## src/rtl/crc_frame_pkg.sv

```systemverilog
// Shared types and helpers for the CRC frame serializer.
package crc_frame_pkg;

  localparam int DEF_DW        = 8;
  localparam int DEF_MAX_WIDTH = 32;

  typedef enum logic [1:0] {
    IDLE,
    DATA,
    WAIT,
    APPEND
  } state_t;

  // Requested CRC msb limited to what the engine register can supply.
  function automatic int clamp_msb(input int msb, input int max_width);
    return (msb > max_width - 1) ? max_width - 1 : msb;
  endfunction

endpackage

```

## src/rtl/crc_word_shift.sv

```systemverilog
// Word load/shift register with selectable bit order; last_bit flags the final bit of the word.
// Latency: load visible next cycle; shifts only when shift is high, so it holds under backpressure.
module crc_word_shift
  import crc_frame_pkg::*;
#(
  parameter int DW = DEF_DW
) (
  input  logic          clk,
  input  logic          rst,
  input  logic          load,
  input  logic          shift,
  input  logic [DW-1:0] load_dat,
  input  logic          load_lsb_first,
  output logic          bit_dat,
  output logic          last_bit
);

  localparam int BW = (DW > 1) ? $clog2(DW) : 1;

  logic [DW-1:0] sreg;
  logic [BW-1:0] bitcnt;
  logic          lsb_q;

  // A load wins over a shift so the next word can follow the last bit gaplessly.
  always_ff @(posedge clk) begin
    if (rst) begin
      sreg   <= '0;
      bitcnt <= '0;
      lsb_q  <= 1'b0;
    end else if (load) begin
      sreg   <= load_dat;
      bitcnt <= BW'(DW - 1);
      lsb_q  <= load_lsb_first;
    end else if (shift) begin
      sreg   <= lsb_q ? (sreg >> 1) : (sreg << 1);
      bitcnt <= bitcnt - 1'b1;
    end
  end

  assign bit_dat  = lsb_q ? sreg[0] : sreg[DW-1];
  assign last_bit = (bitcnt == '0);

endmodule

```

## src/rtl/crc_frame_ser.sv

```systemverilog
// Serializes words to bits, steps the CRC engine per data bit, then appends the CRC MSB-first.
// Latency 1 cycle from word accept to first bit; out_ready low freezes shifting and engine steps.
module crc_frame_ser
  import crc_frame_pkg::*;
#(
  parameter int DW        = DEF_DW,
  parameter int MAX_WIDTH = DEF_MAX_WIDTH,
  parameter int CW        = $clog2(MAX_WIDTH)
) (
  input  logic                 clk,
  input  logic                 rst,
  input  logic                 in_valid,
  output logic                 in_ready,
  input  logic [DW-1:0]        in_data,
  input  logic                 in_last,
  input  logic                 lsb_first,
  input  logic [CW:0]          msb,
  input  logic                 crc_inv,
  input  logic [MAX_WIDTH-1:0] crc_sum,
  output logic                 crc_x,
  output logic                 crc_en,
  output logic                 crc_clr,
  output logic                 out_valid,
  output logic                 out_bit,
  input  logic                 out_ready,
  output logic                 frame_done
);

  state_t        state;
  logic          last_q;
  logic          inv_q;
  logic          clr_q;
  logic [CW-1:0] msb_q;
  logic [CW-1:0] acnt;

  logic sh_bit;
  logic sh_last;
  logic data_step;
  logic data_end;
  logic load;

  assign data_step = (state == DATA) && out_ready;
  assign data_end  = data_step && sh_last;
  assign in_ready  = (state == IDLE) || (state == WAIT) || (data_end && !last_q);
  assign load      = in_valid && in_ready;

  assign out_valid  = (state == DATA) || (state == APPEND);
  assign out_bit    = (state == APPEND) ? (crc_sum[acnt] ^ inv_q) : sh_bit;
  assign crc_x      = sh_bit;
  // Masked during reset so a reload request never coincides with an engine step.
  assign crc_en     = data_step && !rst;
  assign frame_done = (state == APPEND) && out_ready && (acnt == '0);
  assign crc_clr    = rst || clr_q;

  crc_word_shift #(.DW(DW)) u_shift (
    .clk           (clk),
    .rst           (rst),
    .load          (load),
    .shift         (data_step),
    .load_dat      (in_data),
    .load_lsb_first(lsb_first),
    .bit_dat       (sh_bit),
    .last_bit      (sh_last)
  );

  always_ff @(posedge clk) begin
    if (rst) begin
      state  <= IDLE;
      last_q <= 1'b0;
      inv_q  <= 1'b0;
      msb_q  <= '0;
      acnt   <= '0;
      clr_q  <= 1'b1;
    end else begin
      clr_q <= frame_done;
      case (state)
        IDLE: begin
          if (in_valid) begin
            state  <= DATA;
            last_q <= in_last;
            msb_q  <= CW'(clamp_msb(int'(msb), MAX_WIDTH));
            inv_q  <= crc_inv;
          end
        end
        WAIT: begin
          if (in_valid) begin
            state  <= DATA;
            last_q <= in_last;
          end
        end
        DATA: begin
          if (data_end) begin
            if (last_q) begin
              state <= APPEND;
              acnt  <= msb_q;
            end else if (in_valid) begin
              last_q <= in_last;
            end else begin
              state <= WAIT;
            end
          end
        end
        APPEND: begin
          if (out_ready) begin
            if (acnt == '0) state <= IDLE;
            else            acnt  <= acnt - 1'b1;
          end
        end
        default: state <= IDLE;
      endcase
    end
  end

endmodule

```

## config.mk

```make
export PLATFORM = sky130hd
export DESIGN_NAME = crc_frame_ser
export DESIGN_NICKNAME = d
export VERILOG_FILES = /design/src/rtl/crc_frame_pkg.sv /design/src/rtl/crc_word_shift.sv /design/src/rtl/crc_frame_ser.sv
export SDC_FILE = /design/constraint.sdc
export NUM_CORES = 1
export LEC_CHECK = 0
export CAP_MARGIN = 5
export CORE_ASPECT_RATIO = 0.8
export CORE_MARGIN = 10
export CORE_UTILIZATION = 45
export DETAILED_ROUTE_END_ITERATION = 8
export PLACE_DENSITY = 0.84
export SETUP_SLACK_MARGIN = 0.3
export SLEW_MARGIN = 15
export SYNTH_ARGS = -nofsm -noshare
export SYNTH_HDL_FRONTEND = slang
export SYNTH_HIERARCHICAL = 1
export SYNTH_SLANG_ARGS = --single-unit
```

## constraint.sdc

```tcl
create_clock -name clk -period 3.8 [get_ports clk]
set_clock_uncertainty 0.05 [all_clocks]
set_input_delay 1.14 -clock clk [delete_from_list [all_inputs] [get_ports clk]]
set_output_delay 1.14 -clock clk [all_outputs]
set_load 0.01 [all_outputs]
```

After elaboration in Yosys (flattened, before gate mapping)
Index checks and enable logic that the tools add are counted.
{"block": "classes", "add_sub_neg": 2, "n_mul": 0, "n_div": 0, "magnitude_cmp": 2, "n_eq_ne": 10, "n_shift": 0, "mux": 27, "n_bitwise": 1, "n_reduce_logical": 24}
{"cell": "$mux W5", "n": 5}
{"cell": "$mux W8", "n": 3}
{"cell": "$mux W2", "n": 6}
{"cell": "$pmux W5 S2", "n": 1}
{"cell": "$reduce_and A5 Y1", "n": 2}
{"cell": "$ne A2 B2 Y1 const B", "n": 4}
{"cell": "$logic_and A1 B1 Y1", "n": 7}
{"cell": "$mux W1", "n": 7}
{"cell": "$gt A6 B5 Y1 const B", "n": 1}
{"cell": "$lt A5 B6 Y1 const B", "n": 1}
{"cell": "$mux W3", "n": 2}
{"cell": "$pmux W2 S3", "n": 1}
{"cell": "$reduce_bool A2 Y1", "n": 3}
{"cell": "$bmux W1 S5", "n": 1}
{"cell": "$logic_not A5 Y1", "n": 1}
{"cell": "$sub A5 B1 Y5 const B", "n": 1}
{"cell": "$eq A2 B2 Y1 const B", "n": 2}
{"cell": "$logic_or A1 B1 Y1", "n": 4}
{"cell": "$ne A2 B1 Y1 const B", "n": 2}
{"cell": "$logic_not A3 Y1", "n": 1}
{"cell": "$ne A3 B3 Y1 const B", "n": 1}
{"cell": "$reduce_and A3 Y1", "n": 1}
{"cell": "$sub A3 B1 Y3 const B", "n": 1}
{"cell": "$eq A2 B1 Y1 const B", "n": 1}
{"cell": "other kinds (6)", "n": 7}
{"block": "totals", "ff_bits": 27, "latchBits": 0, "mem_bits_rw": 0, "romBits": 0, "in_bits": 53, "output_inout_bits": 7, "memories": 0}

Depth between registers and ports, before layout
{"block": "logic_depth", "word_depth": 7, "mapped_depth": 10, "ltp_nobuf": 9}

Modules after synthesis
Netlist, hierarchy kept.
{"module": "crc_frame_ser", "instances": 1, "cells_per_inst": 116, "area_each_um2": 1022.2, "seq_area_each_um2": 300.3}
{"module": "crc_word_shift", "instances": 1, "cells_per_inst": 68, "area_each_um2": 708.2, "seq_area_each_um2": 240.2}

Least setup slack after synthesis
OpenSTA, ideal clock, no wires.
{"block": "synth_path", "kind": "input port to output port", "start": "input crc_sum[31]", "end": "output out_bit", "t_arrival_ps": 2483, "required_time_ps": 2610, "slack_ps": 127, "stages": 5, "path_buffers": 0, "path_cell_list": "mux4_2 -> mux4_2 -> mux2i_1 -> xor2_1 -> o21ai_1"}
{"block": "synth_via", "elab_chain_cells": 4}
{"item": "start: declaration", "line_no": "crc_frame_ser.sv:19", "text": "input logic [MAX_WIDTH-1:0] crc_sum,"}
{"item": "$bmux W1 S5", "line_no": "crc_frame_ser.sv:48", "text": "assign out_bit = (state == APPEND) ? (crc_sum[acnt] ^ inv_q) : sh_bit;"}
{"item": "$mux W1 (not written as such)", "line_no": "crc_frame_ser.sv:48"}
{"item": "$xor A1 B1 Y1", "line_no": "crc_frame_ser.sv:48"}
{"item": "$mux W1", "line_no": "crc_frame_ser.sv:48"}
{"item": "end: declaration", "line_no": "crc_frame_ser.sv:24", "text": "output logic out_bit,"}
No other way between the ends. The select of a mux whose other input is x is not followed.

Worst setup path after layout
{"block": "layout_path", "start": "input crc_sum[15]", "end": "output out_bit"}
The elaborated chain is that of the path after synthesis.

==> metrics.txt <==
Yosys cell types=40; core area=3754 um2; WS Path Type=input pin to primary output; synthesized area=1730 um2; Starting Density=46.10%; Setup-failing EPs final=1; Synthesized Nets=240; Chip Height=75.47 um; all-layer global routing usage=13.52%; n_diodes=0; Die X=89.33 um; final setup TNS=-0.1845 ns; prevailing post-synth register cell=dfxtp_1; Reg-to-Reg Start=state[0]$_SDFFE_PP0P_; total wire length=4691 um; clk sink count=27; DP Wirelength=3767 um; measured slew at the worst slew-check pin=0.5320 ns; clk_lat worst skew=0.27 ns; via count=1,576; first-pass GRT wire length=7327 um; Iteration-0 DRC Markers=76; Worst R2R Setup Slack=1.47 ns; #FFs+latches synth=27; part of the Yosys area used for sequential elements=31.24%; Syn Inst Count=184; headroom to the max-slew limit=64.53%; CTS tree=done; Root Buffer=clkbuf_8; Post-synth EDFFs=0; max frequency=251.0 MHz; hold depth=2; clk slew on worst S/H paths=0.09 ns; crit end category=primary output; antenna violations before repair=0; RSZ-0062 raised after global routing=true; most frequent cell after synthesis=dfxtp_1; FF-to-FF path depth=7; cts bufs inserted=3; Yosys warning count=6; vias in the first global route=1,522; number of cell rows=20; max_cap viols=0; RePlAce Congestion=0.8005; Peak VDD IR=0.2130 mV; post-route minimum period=3.984 ns; status=finished with violations; critical path launch point type=input pin; antenna viol nets, final=0; dominant cell type by area after synthesis=dfxtp_1; final instance area=2275 um2; WHS Endpoint=u_shift/bitcnt[2]$_SDFFE_PP0P_; Max Root-Sink Buffers=2; Avg Cell Area, Syn=9.404 um2; Post-synth ARST share=0%; top post-synthesis cells by area=dfxtp_1 31%, mux4_2 13%, mux2i_1 6.4%, o221ai_2 5.2%, nor2_1 4.3%; die area=6741 um2; top-area cell type share of the netlist area=31.24%; crit path DAT=2.79 ns; Critical Path Fanout Max=1; critical path launch point=crc_sum[15]; total gr overflow=0; Area Overhead vs Synth=31.45%; worst hold path class=flip-flop to flip-flop; PortBufs=59; worst path required time=2.61 ns; largest net degree at the start of global routing=24; Final Hold Violating Endpoints=0; WL per Instance=16.52 um; # nets final=297; hold_sp=u_shift/bitcnt[2]$_SDFFE_PP0P_; vias per cell=5.549; share of layout cells above drive strength 1=29.17%; LEAKAGE=0.0008707 uW; synth cell count leaders=27 x dfxtp_1, 20 x nor2_1, 16 x nand2_1; DRC violations left=0; I/O Pins=60; reg2reg end=u_shift/sreg[5]$_SDFFE_PP0P_; Slew Limit Fails=0; H-tree levels=1; Power Density=289.4 nW/um2; failing checks=setup timing; placed cell area=2370 um2; final period utilization=104.9%; TritonRoute pass-1 iters=4; post-route setup slack=-0.1845 ns
layout by cell type (no fill, tap or decap), types with 2 or more instances in the layout:
master	n
buf_6	4
ha_1	3
or2_2	2
buf_2	29
and3_1	2
or2b_1	2
clkbuf_8	3
a211oi_1	6
inv_1	7
nand2_1	16
or4b_1	5
nand3_1	2
mux2i_1	10
a311oi_1	2
dlygate4sd2_1	2
mux4_2	10
nor2b_1	4
clkdlybuf4s50_1	22
o21ai_2	2
a22oi_1	2
and2_1	3
buf_4	8
nand2b_1	6
o21ai_0	10
nor2_1	20
dfxtp_1	27
a31oi_1	4
o221ai_2	6
a21oi_1	3
cells by family (layout without fill, tap and decap cells):
logic type      Yosys count  count (layout)  synth area share, %
mux                      22              22                20.03
simple gates             67              67                20.82
flops                    27              27                31.24
xor+xnor                  2               2                1.012
fa+ha+maj                 3               3                2.169
buf+inv                  23              79                6.724
compound gates           40              40                18.00
metal layers:
layer / part of all wire [%] / global-route usage [%] / up-vias
met5: 0 / 0 / -
met4: 0.77 / 2.113 / 0
met3: 5.4 / 4.594 / 4
met2: 51 / 21.48 / 32
met1: 43 / 17.65 / 751
li1: - / - / 789
area by class of cell:
type	instances	area, um2
tap	44	55.05
sequential	27	540.5
fill	327	1479
clock buffer	4	45.04
timing repair buffer	68	523.0
inverter	7	26.28
multi-input combinational	134	1085
flip-flops by register name (all words and copies together), names as in the netlist:
signal	flops
u_shift/sreg	8
last_q	1
u_shift/bitcnt	3
u_shift/lsb_q	1
inv_q	1
clr_q	1
state	2
acnt	5
msb_q	5
critical path, stage by stage:
cell and delay (ns):
buf_6 0.09, mux4_2 0.47, mux4_2 0.49, mux2i_2 0.18, xor2_1 0.20, o21ai_2 0.06, buf_2 0.15
repair_timing:
action | 4_1_cts | 5_1_grt
setup endpoints to repair | 5 | 3
buffers inserted | 0 | 0
gates cloned | 0 | 0
hold buffers | 0 | 0
resized for setup | 108 | 6
pin swaps | 2 | 2
metrics by stage:
step                power (uW)  hold slack [ns]  std cells  util, %  setup WS [ns]
global route             696.0           0.4862        284    60.60        -0.2253
CTS                      659.8           0.4589        284    60.33        -0.2037
finish                   658.4           0.4606        284    60.60        -0.1845
global placement         513.5           0.4306        280    63.13        -0.7803
floorplan                429.6           0.4184        184        -         0.1491
detailed placement       519.5           0.4427        280    63.13        -0.8955
report_power, final:
group | switching [uW] | internal, uW | total (uW) | leakage, uW
Sequential | 21.3 | 305 | 326 | 0.000222
Combinational | 73.9 | 96.6 | 170 | 0.000625
Clock | 86.4 | 75.1 | 162 | 0.0000228
worst max path at each step:
stage,cells after the start,slack [ns],end
floorplan,5,0.15,out_bit
global placement,7,-0.78,out_bit
detailed placement,7,-0.90,out_bit
CTS,7,-0.20,out_bit
global route,7,-0.23,out_bit
finish,7,-0.18,out_bit
(Power assumes the default switching activity.)
